==> src/rtl/tone_gen_multi.sv <==
// Multi-channel tone generator: per-channel note decode, step-period down-counter,
// phase index, square output and registered mix of active square bits.
module tone_gen_multi #(
    parameter int unsigned NUM_CH    = 2,
    parameter int unsigned NUM_OCT   = 4,
    parameter int unsigned SUBDIV    = 64,
    parameter int unsigned SYNC_MODE = 0
) (
    input  logic                                 clk,
    input  logic                                 reset,
    input  logic [6*NUM_CH-1:0]                  tone_in,
    input  logic [NUM_CH-1:0]                    tone_we,
    output logic [$clog2(SUBDIV)*NUM_CH-1:0]     phase,
    output logic [NUM_CH-1:0]                    step,
    output logic [NUM_CH-1:0]                    square,
    output logic [$clog2(NUM_CH+1)-1:0]          mix,
    output logic [NUM_CH-1:0]                    bad_tone
);

    localparam int unsigned PW       = $clog2(SUBDIV);
    localparam int unsigned CW       = 6;
    localparam int unsigned TW       = 14;
    localparam int unsigned MW       = $clog2(NUM_CH + 1);
    localparam int unsigned MAX_CODE = 12 * NUM_OCT;

    function automatic logic is_rest(input logic [CW-1:0] code);
        return (code == '0) || (code > CW'(MAX_CODE));
    endfunction

    // Step period: base-octave table entry shifted right once per octave (truncating).
    function automatic logic [TW-1:0] period_of(input logic [CW-1:0] code);
        logic [CW-1:0] idx;
        logic [CW-1:0] oct;
        logic [3:0]    semi;
        logic [TW-1:0] base;
        idx  = CW'(code - CW'(1));
        oct  = CW'(idx / CW'(12));
        semi = 4'(idx % CW'(12));
        case (semi)
            4'd0:    base = TW'(11945);
            4'd1:    base = TW'(11275);
            4'd2:    base = TW'(10642);
            4'd3:    base = TW'(10045);
            4'd4:    base = TW'(9481);
            4'd5:    base = TW'(8949);
            4'd6:    base = TW'(8446);
            4'd7:    base = TW'(7972);
            4'd8:    base = TW'(7525);
            4'd9:    base = TW'(7103);
            4'd10:   base = TW'(6704);
            default: base = TW'(6328);
        endcase
        return base >> oct;
    endfunction

    logic [CW-1:0]     pend_q  [NUM_CH];
    logic [CW-1:0]     pend_d  [NUM_CH];
    logic [CW-1:0]     act_q   [NUM_CH];
    logic [CW-1:0]     act_d   [NUM_CH];
    logic [TW-1:0]     cnt_q   [NUM_CH];
    logic [TW-1:0]     cnt_d   [NUM_CH];
    logic [PW-1:0]     phase_q [NUM_CH];
    logic [PW-1:0]     phase_d [NUM_CH];
    logic [NUM_CH-1:0] pv_q, pv_d;
    logic [NUM_CH-1:0] step_q, step_d;
    logic [NUM_CH-1:0] sq_q, sq_d;
    logic [NUM_CH-1:0] bad_q, bad_d;
    logic [MW-1:0]     mix_q, mix_d;
    logic [NUM_CH-1:0] rest_c, wrap_c, apply_c;

    // Per-channel counter, phase and tone-apply logic.
    always_comb begin
        pv_d    = pv_q;
        step_d  = '0;
        sq_d    = '0;
        bad_d   = bad_q;
        rest_c  = '0;
        wrap_c  = '0;
        apply_c = '0;
        for (int i = 0; i < int'(NUM_CH); i++) begin
            pend_d[i]  = pend_q[i];
            act_d[i]   = act_q[i];
            cnt_d[i]   = cnt_q[i];
            phase_d[i] = phase_q[i];

            rest_c[i] = is_rest(act_q[i]);
            wrap_c[i] = !rest_c[i] && (cnt_q[i] == '0) && (phase_q[i] == PW'(SUBDIV - 1));

            if (rest_c[i]) begin
                cnt_d[i]   = '0;
                phase_d[i] = '0;
            end else if (cnt_q[i] == '0) begin
                step_d[i]  = 1'b1;
                cnt_d[i]   = TW'(period_of(act_q[i]) - TW'(1));
                phase_d[i] = PW'(phase_q[i] + PW'(1));
            end else begin
                cnt_d[i] = TW'(cnt_q[i] - TW'(1));
            end

            apply_c[i] = pv_q[i] && ((SYNC_MODE == 0) || rest_c[i] || wrap_c[i]);

            // A deferred apply rides on the wrap step; otherwise the apply holds phase.
            if (apply_c[i]) begin
                act_d[i] = pend_q[i];
                pv_d[i]  = 1'b0;
                cnt_d[i] = is_rest(pend_q[i]) ? '0 : TW'(period_of(pend_q[i]) - TW'(1));
                if (!((SYNC_MODE != 0) && wrap_c[i])) begin
                    phase_d[i] = phase_q[i];
                    step_d[i]  = 1'b0;
                end
            end

            if (tone_we[i]) begin
                pend_d[i] = tone_in[6*i +: 6];
                pv_d[i]   = 1'b1;
                if (tone_in[6*i +: 6] > CW'(MAX_CODE)) begin
                    bad_d[i] = 1'b1;
                end
            end

            sq_d[i] = phase_d[i][PW-1] && !is_rest(act_d[i]);
        end
    end

    always_comb begin
        mix_d = '0;
        for (int i = 0; i < int'(NUM_CH); i++) begin
            mix_d = MW'(mix_d + MW'(sq_q[i]));
        end
    end

    always_ff @(posedge clk or posedge reset) begin
        if (reset) begin
            for (int i = 0; i < int'(NUM_CH); i++) begin
                pend_q[i]  <= '0;
                act_q[i]   <= '0;
                cnt_q[i]   <= '0;
                phase_q[i] <= '0;
            end
            pv_q   <= '0;
            step_q <= '0;
            sq_q   <= '0;
            bad_q  <= '0;
            mix_q  <= '0;
        end else begin
            for (int i = 0; i < int'(NUM_CH); i++) begin
                pend_q[i]  <= pend_d[i];
                act_q[i]   <= act_d[i];
                cnt_q[i]   <= cnt_d[i];
                phase_q[i] <= phase_d[i];
            end
            pv_q   <= pv_d;
            step_q <= step_d;
            sq_q   <= sq_d;
            bad_q  <= bad_d;
            mix_q  <= mix_d;
        end
    end

    always_comb begin
        phase = '0;
        for (int i = 0; i < int'(NUM_CH); i++) begin
            phase[i*PW +: PW] = phase_q[i];
        end
    end

    assign step     = step_q;
    assign square   = sq_q;
    assign mix      = mix_q;
    assign bad_tone = bad_q;

endmodule
==> config.mk <==
export PLATFORM = sky130hd
export DESIGN_NAME = tone_gen_multi
export DESIGN_NICKNAME = d
export VERILOG_FILES = /design/src/rtl/tone_gen_multi.sv
export SDC_FILE = /design/constraint.sdc
export NUM_CORES = 1
export LEC_CHECK = 0
export ABC_AREA = 1
export CORE_MARGIN = 4
export CORE_UTILIZATION = 54
export CTS_BUF_LIST = sky130_fd_sc_hd__clkbuf_4
export CTS_CLUSTER_DIAMETER = 120
export DETAILED_ROUTE_END_ITERATION = 10
export PLACE_DENSITY = 0.81
export SYNTH_ARGS = -nofsm -noshare
export SYNTH_HDL_FRONTEND = slang
export SYNTH_SLANG_ARGS = --single-unit
==> constraint.sdc <==
create_clock -name clk -period 5 [get_ports clk]
set_input_delay 1 -clock clk [delete_from_list [all_inputs] [get_ports clk]]
set_output_delay 1 -clock clk [all_outputs]
set_load 0.05 [all_outputs]
* Word-level counts from Yosys, hierarchy flattened
Memory sizes are Yosys's and may differ from the RTL's. Cells that the tools add are included.
Storage, ports and cells: flip-flop bits (word level) 74, memory bits (writable) 0, latch bits 0, memories kept 4, memory bits (read-only) 896, input bits 16, word-level logic and storage cells 109, output and inout bits 20
Operators by class: multipliers 0, equal/unequal tests 0, bitwise logic cells 2, multiplexer cells 30, shifts and indexed selects 4, $add $sub $neg 13, divide/modulo/power cells 8, reductions and logical operators 24, magnitude comparators 8
Memory list:
- (name not given) | depth 16, bits a word 14, rd ports 1, clocked after Yosys merged registers in 0, write ports 0, line 39 | case (semi)
- (name not given) | depth 16, bits a word 14, rd ports 1, clocked after Yosys merged registers in 0, write ports 0, line 39
- (name not given) | depth 16, bits a word 14, rd ports 1, clocked after Yosys merged registers in 0, write ports 0, line 39
- (name not given) | depth 16, bits a word 14, rd ports 1, clocked after Yosys merged registers in 0, write ports 0, line 39
Operators with widths (count):
- 14-bit two-way mux | 14
- 14-bit by 1-bit subtractor with 14-bit output (second input constant) | 6
- 14-bit by 6-bit >> shifter with 14-bit output | 4
- 6-bit > comparator (second input constant) | 8
- 6-bit two-way mux | 8
- 6-bit logical NOT | 6
- 14-bit logical NOT | 2
- 6-bit by 4-bit divider with 6-bit output (second input constant) | 4
- 6-bit by 4-bit modulo with 6-bit output (second input constant) | 4
- 6-bit by 1-bit subtractor with 6-bit output (second input constant) | 4
- 6-bit by 1-bit adder with 6-bit output (second input constant) | 2
- 1-bit two-way mux | 8
- 2-bit AND reduction | 4
- 1-bit logical OR | 6
- 2-bit nonzero test | 2
- 1-bit by 1-bit adder with 2-bit output | 1
- 1-bit logical AND | 2
- 1-bit logical NOT | 2
- 1-bit inverter | 2

* Logic depth before layout (Yosys ltp)
Gate-level depths: netlist (run 1). An unclocked memory read counts as a cell.
depth after elaboration 10, mapped depth 40, gate-level depth less buffers 39

* Worst setup path after synthesis (run 1)
OpenSTA, ideal clock, no wires.
path type reg-to-reg, start register act_q[6] (netlist name), end register cnt_q[24] (netlist name), clock period less this slack 4.526 ns, setup slack 0.474 ns, cell stages (with the launch flop) 33, buffers on the path 1, data required time 4.882 ns, arrival time 4.408 ns, setup time 0.118 ns, cell sequence dfrtp_1 inv_2 ha_1 nand3_1 nand2_1 inv_1 ha_1 or2_2 nand2_2 nand2_1 o21ai_2 inv_1 ha_1 inv_1 nand2_1 inv_1 nand2_2 buf_6 o21ai_4 nand3_1 nand3_1 nand3_1 nand2_1 nand2_1 nand3_1 nand2_1 inv_1 ha_1 inv_1 nor3_4 nand4_1 nand3_1 nand2_1
RTL lines:
- start: declaration | line 58 | logic [CW-1:0] act_q [NUM_CH];
- start signal: indexed assignment | line 148 | act_q[i] <= act_d[i];
- end signal: indexed assignment | line 149 | cnt_q[i] <= cnt_d[i];
- end: declaration | line 60 | logic [TW-1:0] cnt_q [NUM_CH];

==> results.py, run 1 <==
metrics = {
    "clocking": {
        "number_of_levels_in_the_clock_h_tree": 3,
        "clk_latency_ps": 500,
        "cts_clk_pin_slew_worst_paths_ps": 170,
        "cts_root_buffer": "sky130_fd_sc_hd__clkbuf_4",
        "cts_buffer_depth": 2,
        "tritoncts": "yes",
        "hold_buffers": 0,
        "tritoncts_num_sinks": 74,
        "cts_made_buffers": 9,
    },
    "grt": {
        "gr_ovfl_total": 0,
        "initial_antenna_violation_count": 1,
        "grt_pass1_wl_mm": 44.2,
        "use_met1_pct": 37.4,
        "use_met3_pct": 3.87,
        "grt_pass1_vias": 9394,
        "global_route.usage.total_pct": 26.3,
        "top_usage_layer": "met2",
        "pin_count_of_the_biggest_net_entering_global_routing": 51,
        "grt.met2_usage_pct": 41.9,
    },
    "floorplan": {
        "core_area_um2": 17300,
        "num_io_pins": 36,
        "floorplan.die_area_um2": 19800,
        "dieWidth_um": 141,
        "floorplan.initialDensity_pct": 54.9,
        "die-height_um": 141,
        "rows": 48,
    },
    "setup_path": {
        "ff2ff_setup_slack_ps": 360,
        "startpoint_type": "register",
        "crit_type": "register to register",
        "worst-endpoint-required_ps": 5450,
        "worstPathArrival_ps": 5090,
        "setup.worst_path.end_class": "register",
        "critical-path-top-cell-by-count": "sky130_fd_sc_hd__nand2_1",
        "timing.critical_path.slowest_cell_delay_ps": 490,
        "cp_slowest_cell": "sky130_fd_sc_hd__dfrtp_2",
        "cp_max_fo": 19,
    },
    "outcome": {
        "outcome": "finished clean",
    },
    "pwr": {
        "power.share.combinational_pct": 80.6,
        "irDropWorstVdd_uv": 345,
        "cell_pwr_density_nw_per_um2": 591,
        "netSwitchingFraction_pct": 60.3,
        "pwr-share-clk_pct": 6.3,
        "totalPowerFinal_mw": 6.21,
        "p_leak_nw": 5.35,
        "p_sw_mw": 3.74,
        "pwr-share-seq_pct": 13.0,
        "power_report.internal_total_mw": 2.47,
    },
    "sta": {
        "fin_crit_ps": 4640,
        "final-max-slew-violation-count": 0,
        "tightestPinTransition_ps": 948,
        "min_period_over_period_pct": 92.9,
        "finalSetupViolations": 0,
        "hold_viol_final": 0,
        "tns_ps": 0,
        "timing.max_slew.rel_slack_pct": 36.5,
        "fin_worst_skew_ps": 30.7,
        "achievable_freq_ghz": 0.215,
    },
    "final_layout": {
        "multi_input_comb_area_um2": 6820,
        "seqCellArea_um2": 1850,
        "fillers": 1694,
        "layout_commonest_cell": "sky130_fd_sc_hd__nand2_1",
        "fin_area_um2": 10500,
        "final_layout_size_suffix_gt1_share_pct": 14.2,
        "synthToLayoutAreaGrowth_pct": 10.5,
        "design.final.nets": 1683,
        "final_cell_mix": "449 x sky130_fd_sc_hd__nand2_1, 390 x sky130_fd_sc_hd__nand3_1, 156 x sky130_fd_sc_hd__inv_1",
    },
    "yosys": {
        "proportion_of_synthesized_area_in_mux_cells_pct": 0.356,
        "synthAdderAreaFrac_pct": 5.14,
        "portion_of_the_post_synthesis_area_used_by_sequential_elements_pct": 19.5,
        "synthXorXnorAreaFrac_pct": 2.07,
        "synth-seq-cells": 74,
        "synthesis.yosys.warnings": 0,
        "yosys.cell_types.count": 46,
        "syn_inst": 1583,
        "synth-simple-area-share_pct": 55.2,
        "syn-mean-instance-area_um2": 6.00,
        "main_combinational_cell_family_by_area_after_synthesis": "simple AND/OR/NAND/NOR gates",
        "postSynthNetCount": 1638,
        "synth_area_um2": 9500,
        "synth-compound-area-share_pct": 7.46,
    },
    "detailed_routing": {
        "firstDrtPassIters": 5,
        "dr.first_iter.drc_count": 1052,
        "num_vias": 10600,
        "detail_route.wl_per_cell_um": 14.1,
        "vias_per_cell": 5.70,
        "drt.antenna.violating_nets": 0,
        "drc_viols": 0,
        "route.final.wire_length_mm": 26.2,
    },
    "placed_design": {
        "buffer_ports.inserted": 35,
        "post-dp-hpwl_mm": 20.5,
        "postPlaceCellArea_um2": 10100,
        "place.gp.congestion": 0.955,
    },
    "worst_hold_path": {
        "min-delay-path-class": "register to register",
    },
    "job": {
        "max_cap_viol_count": 0,
    },
}
## per-stage QoR
stage | hold slack [ps] | setup WS [ps] | cells | util (%)
CTS | 499 | 35.2 | 1843 | 59.0
global route | 545 | -33.2 | 1859 | 60.7
floorplan | 534 | 474 | 1583 | -
finish | 493 | 356 | 1859 | 60.7
global placement | 460 | 208 | 1827 | 58.3
detailed placement | 464 | 117 | 1827 | 58.3
## final cells by class
| class | instances | share of cell area, % |
|---|---|---|
| Tap cell | 225 | 2.68 |
| Inverter | 190 | 6.95 |
| Sequential cell | 74 | 17.7 |
| Clock inverter | 7 | 0.644 |
| Antenna cell | 1 | 0.0238 |
| Multi-Input combinational cell | 1277 | 65.0 |
| Timing Repair Buffer | 76 | 6.39 |
| Clock buffer | 9 | 0.644 |
## timing repair
action                                  4_1_cts  5_1_grt
setup buffers                                 0       14
endpoints found under the setup margin        0       26
gates resized for setup                       0       42
## Yosys cell counts, drive strengths merged
library cell	count	area share [%]
xor2	12	1.3
ha	39	5.1
or2	5	0.33
o21bai	2	0.16
mux2	3	0.36
buf	31	2.2
nor2	118	6.4
nand2	508	22
nand3	413	23
nand4	38	2.5
nor3	7	0.49
xnor2	7	0.80
dfrtp	74	19
o211a	2	0.21
o211ai	10	0.79
o31ai	1	0.079
nand3b	3	0.24
inv	187	7.4
and3	2	0.13
nor4	8	0.53
clkbuf	12	0.47
o21ai	65	4.2
clkinv	3	0.12
o22ai	8	0.53
o2bb2ai	1	0.092
a21oi	24	1.4
## final timing paths
| path | depth (start not counted) | startpoint | to |
|---|---|---|---|
| max | 34 | act_q[0] | cnt_q[12] |
| min | 1 | bad_tone[1] | bad_tone[1] |
| max reg2reg | 34 | act_q[0] | cnt_q[12] |
| min reg2reg | 1 | bad_tone[1] | bad_tone[1] |
| max in group asynchronous | 3 | reset | cnt_q[22] |
| min in group asynchronous | 2 | reset | apply_c[1] |
## kinds of logic (layout without fill, tap and decap cells)
| logic type | Yosys count | after routing |
|---|---|---|
| other cells | 0 | 1 |
| compound gates | 113 | 113 |
| mux | 3 | 3 |
| fa+ha+maj | 39 | 39 |
| xor+xnor | 19 | 19 |
| buf+inv | 233 | 282 |
| flops | 74 | 74 |
| simple gates | 1102 | 1103 |
## critical path: cells and delay by family (launching register included)
family | cells | cell delay (ps)
flip-flops | 1 | 490
adder cells (fa/ha/maj) | 4 | 750
AO/OA/AOI/OAI | 1 | 190
AND/OR/NAND/NOR | 21 | 2370
buffers and inverters | 8 | 770
## metal layers
metal  up-vias  routed length (um)
li1       5339                   -
met1      4813               12000
met2       403               12000
met3        49                1760
met4         0                 462
met5         -                   0
## registers in the layout, indices dropped and copies added (netlist names)
register	cells
phase	12
square	2
act_q	12
cnt_q	28
apply_c	2
mix	2
step	2
bad_tone	2
pend_q	12
## power groups by stage
stage          Combinational (mW)  Sequential [mW]  Clock, mW
2_1_floorplan                3.80            0.815          0
3_3_place_gp                 4.63            0.816          0
3_5_place_dp                 4.68            0.820          0
4_1_cts                      4.69            0.807      0.399
5_1_grt                      5.61            0.825      0.423
6_report                     5.00            0.810      0.394
Note: power is estimated with default switching activity, not from simulation.
==> inputs of run 2 (changes only) <==
--- a/config.mk
+++ b/config.mk
@@ -6,12 +6,14 @@
 export NUM_CORES = 1
 export LEC_CHECK = 0
 export ABC_AREA = 1
+export CELL_PAD_IN_SITES_DETAIL_PLACEMENT = 0
+export CELL_PAD_IN_SITES_GLOBAL_PLACEMENT = 1
 export CORE_MARGIN = 4
-export CORE_UTILIZATION = 54
+export CORE_UTILIZATION = 45
 export CTS_BUF_LIST = sky130_fd_sc_hd__clkbuf_4
 export CTS_CLUSTER_DIAMETER = 120
 export DETAILED_ROUTE_END_ITERATION = 10
-export PLACE_DENSITY = 0.81
+export PLACE_DENSITY = 0.92
 export SYNTH_ARGS = -nofsm -noshare
 export SYNTH_HDL_FRONTEND = slang
 export SYNTH_SLANG_ARGS = --single-unit
==> run 2 against run 1 <==
Effect of this change:
- sequential power is essentially flat
- die area grew 19%
- power grew 1.2%
- cell area grew 1.1%
==> results.py, run 2 (synthesis gave the netlist of run 1 again) <==
metrics = {
    "grt": {
        "pin_count_of_the_biggest_net_entering_global_routing": 41,
        "global_route.usage.total_pct": 22.4,
        "grt_pass1_wl_mm": 45.0,
        "gr_ovfl_total": 0,
        "grt_pass1_vias": 9372,
        "initial_antenna_violation_count": 1,
    },
    "placed_design": {
        "dp.cells": 1871,
        "buffer_ports.inserted": 35,
        "place.gp.congestion": 0.974,
        "post-dp-hpwl_mm": 21.0,
    },
    "detailed_routing": {
        "firstDrtPassIters": 5,
        "dr.first_iter.drc_count": 738,
        "num_vias": 10600,
        "drt.antenna.violating_nets": 0,
        "vias_per_cell": 5.53,
        "detail_route.wl_per_cell_um": 14.1,
        "wl_met1_mm": 13.0,
        "met2_length_mm": 11.8,
        "detail_route_met3_wl_mm": 1.64,
        "topRoutingLayerUsed": "met4",
        "route.final.wire_length_mm": 27.0,
        "drc_viols": 0,
    },
    "setup_path": {
        "cp_max_fo": 8,
        "ff2ff_setup_slack_ps": 420,
        "critical-path-top-cell-by-count": "sky130_fd_sc_hd__nand2_1",
        "cp_slowest_cell": "sky130_fd_sc_hd__dfrtp_1",
        "worst-endpoint-required_ps": 5410,
        "crit_type": "register to register",
        "setup.worst_path.end_class": "register",
        "timing.critical_path.slowest_cell_delay_ps": 470,
        "critPathTopFamily": "simple AND/OR/NAND/NOR gates",
        "timing.critical_path.buf_inv": 5,
        "startpoint_type": "register",
        "worstPathArrival_ps": 4990,
    },
    "pwr": {
        "irDropWorstVdd_uv": 222,
        "totalPowerFinal_mw": 6.28,
        "cell_pwr_density_nw_per_um2": 592,
        "p_leak_nw": 5.39,
    },
    "final_layout": {
        "post_layout_nonfiller_instances": 1908,
        "final_cell_mix": "450 x sky130_fd_sc_hd__nand2_1, 390 x sky130_fd_sc_hd__nand3_1, 158 x sky130_fd_sc_hd__inv_1",
        "final_layout_size_suffix_gt1_share_pct": 14.4,
        "layout_commonest_cell": "sky130_fd_sc_hd__nand2_1",
        "fillers": 2098,
        "number_of_flip_flops_under_the_largest_register_name": 28,
        "synthToLayoutAreaGrowth_pct": 11.7,
        "registers.top_by_ff_count": "cnt_q",
        "design.final.nets": 1689,
    },
    "floorplan": {
        "rows": 52,
        "floorplan.die_area_um2": 23500,
        "dieWidth_um": 153,
        "floorplan.initialDensity_pct": 46.3,
        "die-height_um": 153,
        "core_area_um2": 20500,
        "num_io_pins": 36,
    },
    "sta": {
        "final-max-slew-violation-count": 0,
        "tightestPinTransition_ps": 877,
        "achievable_freq_ghz": 0.218,
        "min_period_over_period_pct": 91.7,
        "finalSetupViolations": 0,
        "fin_crit_ps": 4580,
        "fin_worst_skew_ps": 29.8,
        "hold_viol_final": 0,
        "timing.max_slew.rel_slack_pct": 41.3,
    },
    "clocking": {
        "tritoncts_num_sinks": 74,
        "cts_buffer_depth": 2,
        "hold_buffers": 0,
        "number_of_levels_in_the_clock_h_tree": 3,
        "clk_latency_ps": 470,
        "cts_root_buffer": "sky130_fd_sc_hd__clkbuf_4",
        "tritoncts": "yes",
        "cts_clk_pin_slew_worst_paths_ps": 130,
        "cts_made_buffers": 9,
    },
    "job": {
        "max_cap_viol_count": 0,
    },
    "worst_hold_path": {
        "min-delay-path-class": "register to register",
    },
    "outcome": {
        "outcome": "finished clean",
    },
}
-- run 2: stage by stage --
stage                     utilization, %  instance area (um2)  setup TNS [ps]  hold slack, ps  setup slack [ps]
after global routing                51.8                10600           -24.6             517             -22.2
after floorplan                        -                 9500               0             534               474
final                               51.8                10600               0             491               415
after CTS                           50.1                10300               0             493              49.4
after global placement              49.4                10100               0             461               184
after detailed placement            49.4                10100               0             464              20.0
-- run 2: power breakdown --
| group | switching (mW) | internal (mW) |
|---|---|---|
| registers | 0.0837 | 0.725 |
| clock network | 0.226 | 0.197 |
| logic | 3.39 | 1.66 |
-- run 2: routing by layer --
metal	GRT usage (%)	up-vias
met1	33.2	4796
li1	-	5347
met4	7.00	0
met3	2.52	50
met2	33.9	363
met5	0	-
-- run 2: area by class of cell --
| type | instances | area [um2] | share of cell area, % |
|---|---|---|---|
| well taps | 270 | 338 | 3.18 |
| clock inverters | 5 | 81.3 | 0.766 |
| diodes | 1 | 2.50 | 0.0236 |
| multi-input cells | 1277 | 6820 | 64.3 |
| clock buffers | 9 | 67.6 | 0.637 |
| flip-flops and latches | 74 | 1850 | 17.5 |
| inverters | 190 | 732 | 6.90 |
| repair buffers | 82 | 716 | 6.74 |
-- run 2: timing repair --
item,CTS,global route
endpoints found under the setup margin,1,24
cloned,0,1
gates resized for setup,1,40
pin swaps,0,9
setup buffers,0,21
-- run 2: worst paths after layout --
check,startpoint,end,cells past startpoint
setup / recovery,act_q[2],cnt_q[12],32
hold / removal,bad_tone[0],bad_tone[0],1
setup reg to reg,act_q[2],cnt_q[12],32
hold reg to reg,bad_tone[0],bad_tone[0],1
max in group asynchronous,reset,act_q[9],3
min in group asynchronous,reset,cnt_q[5],2
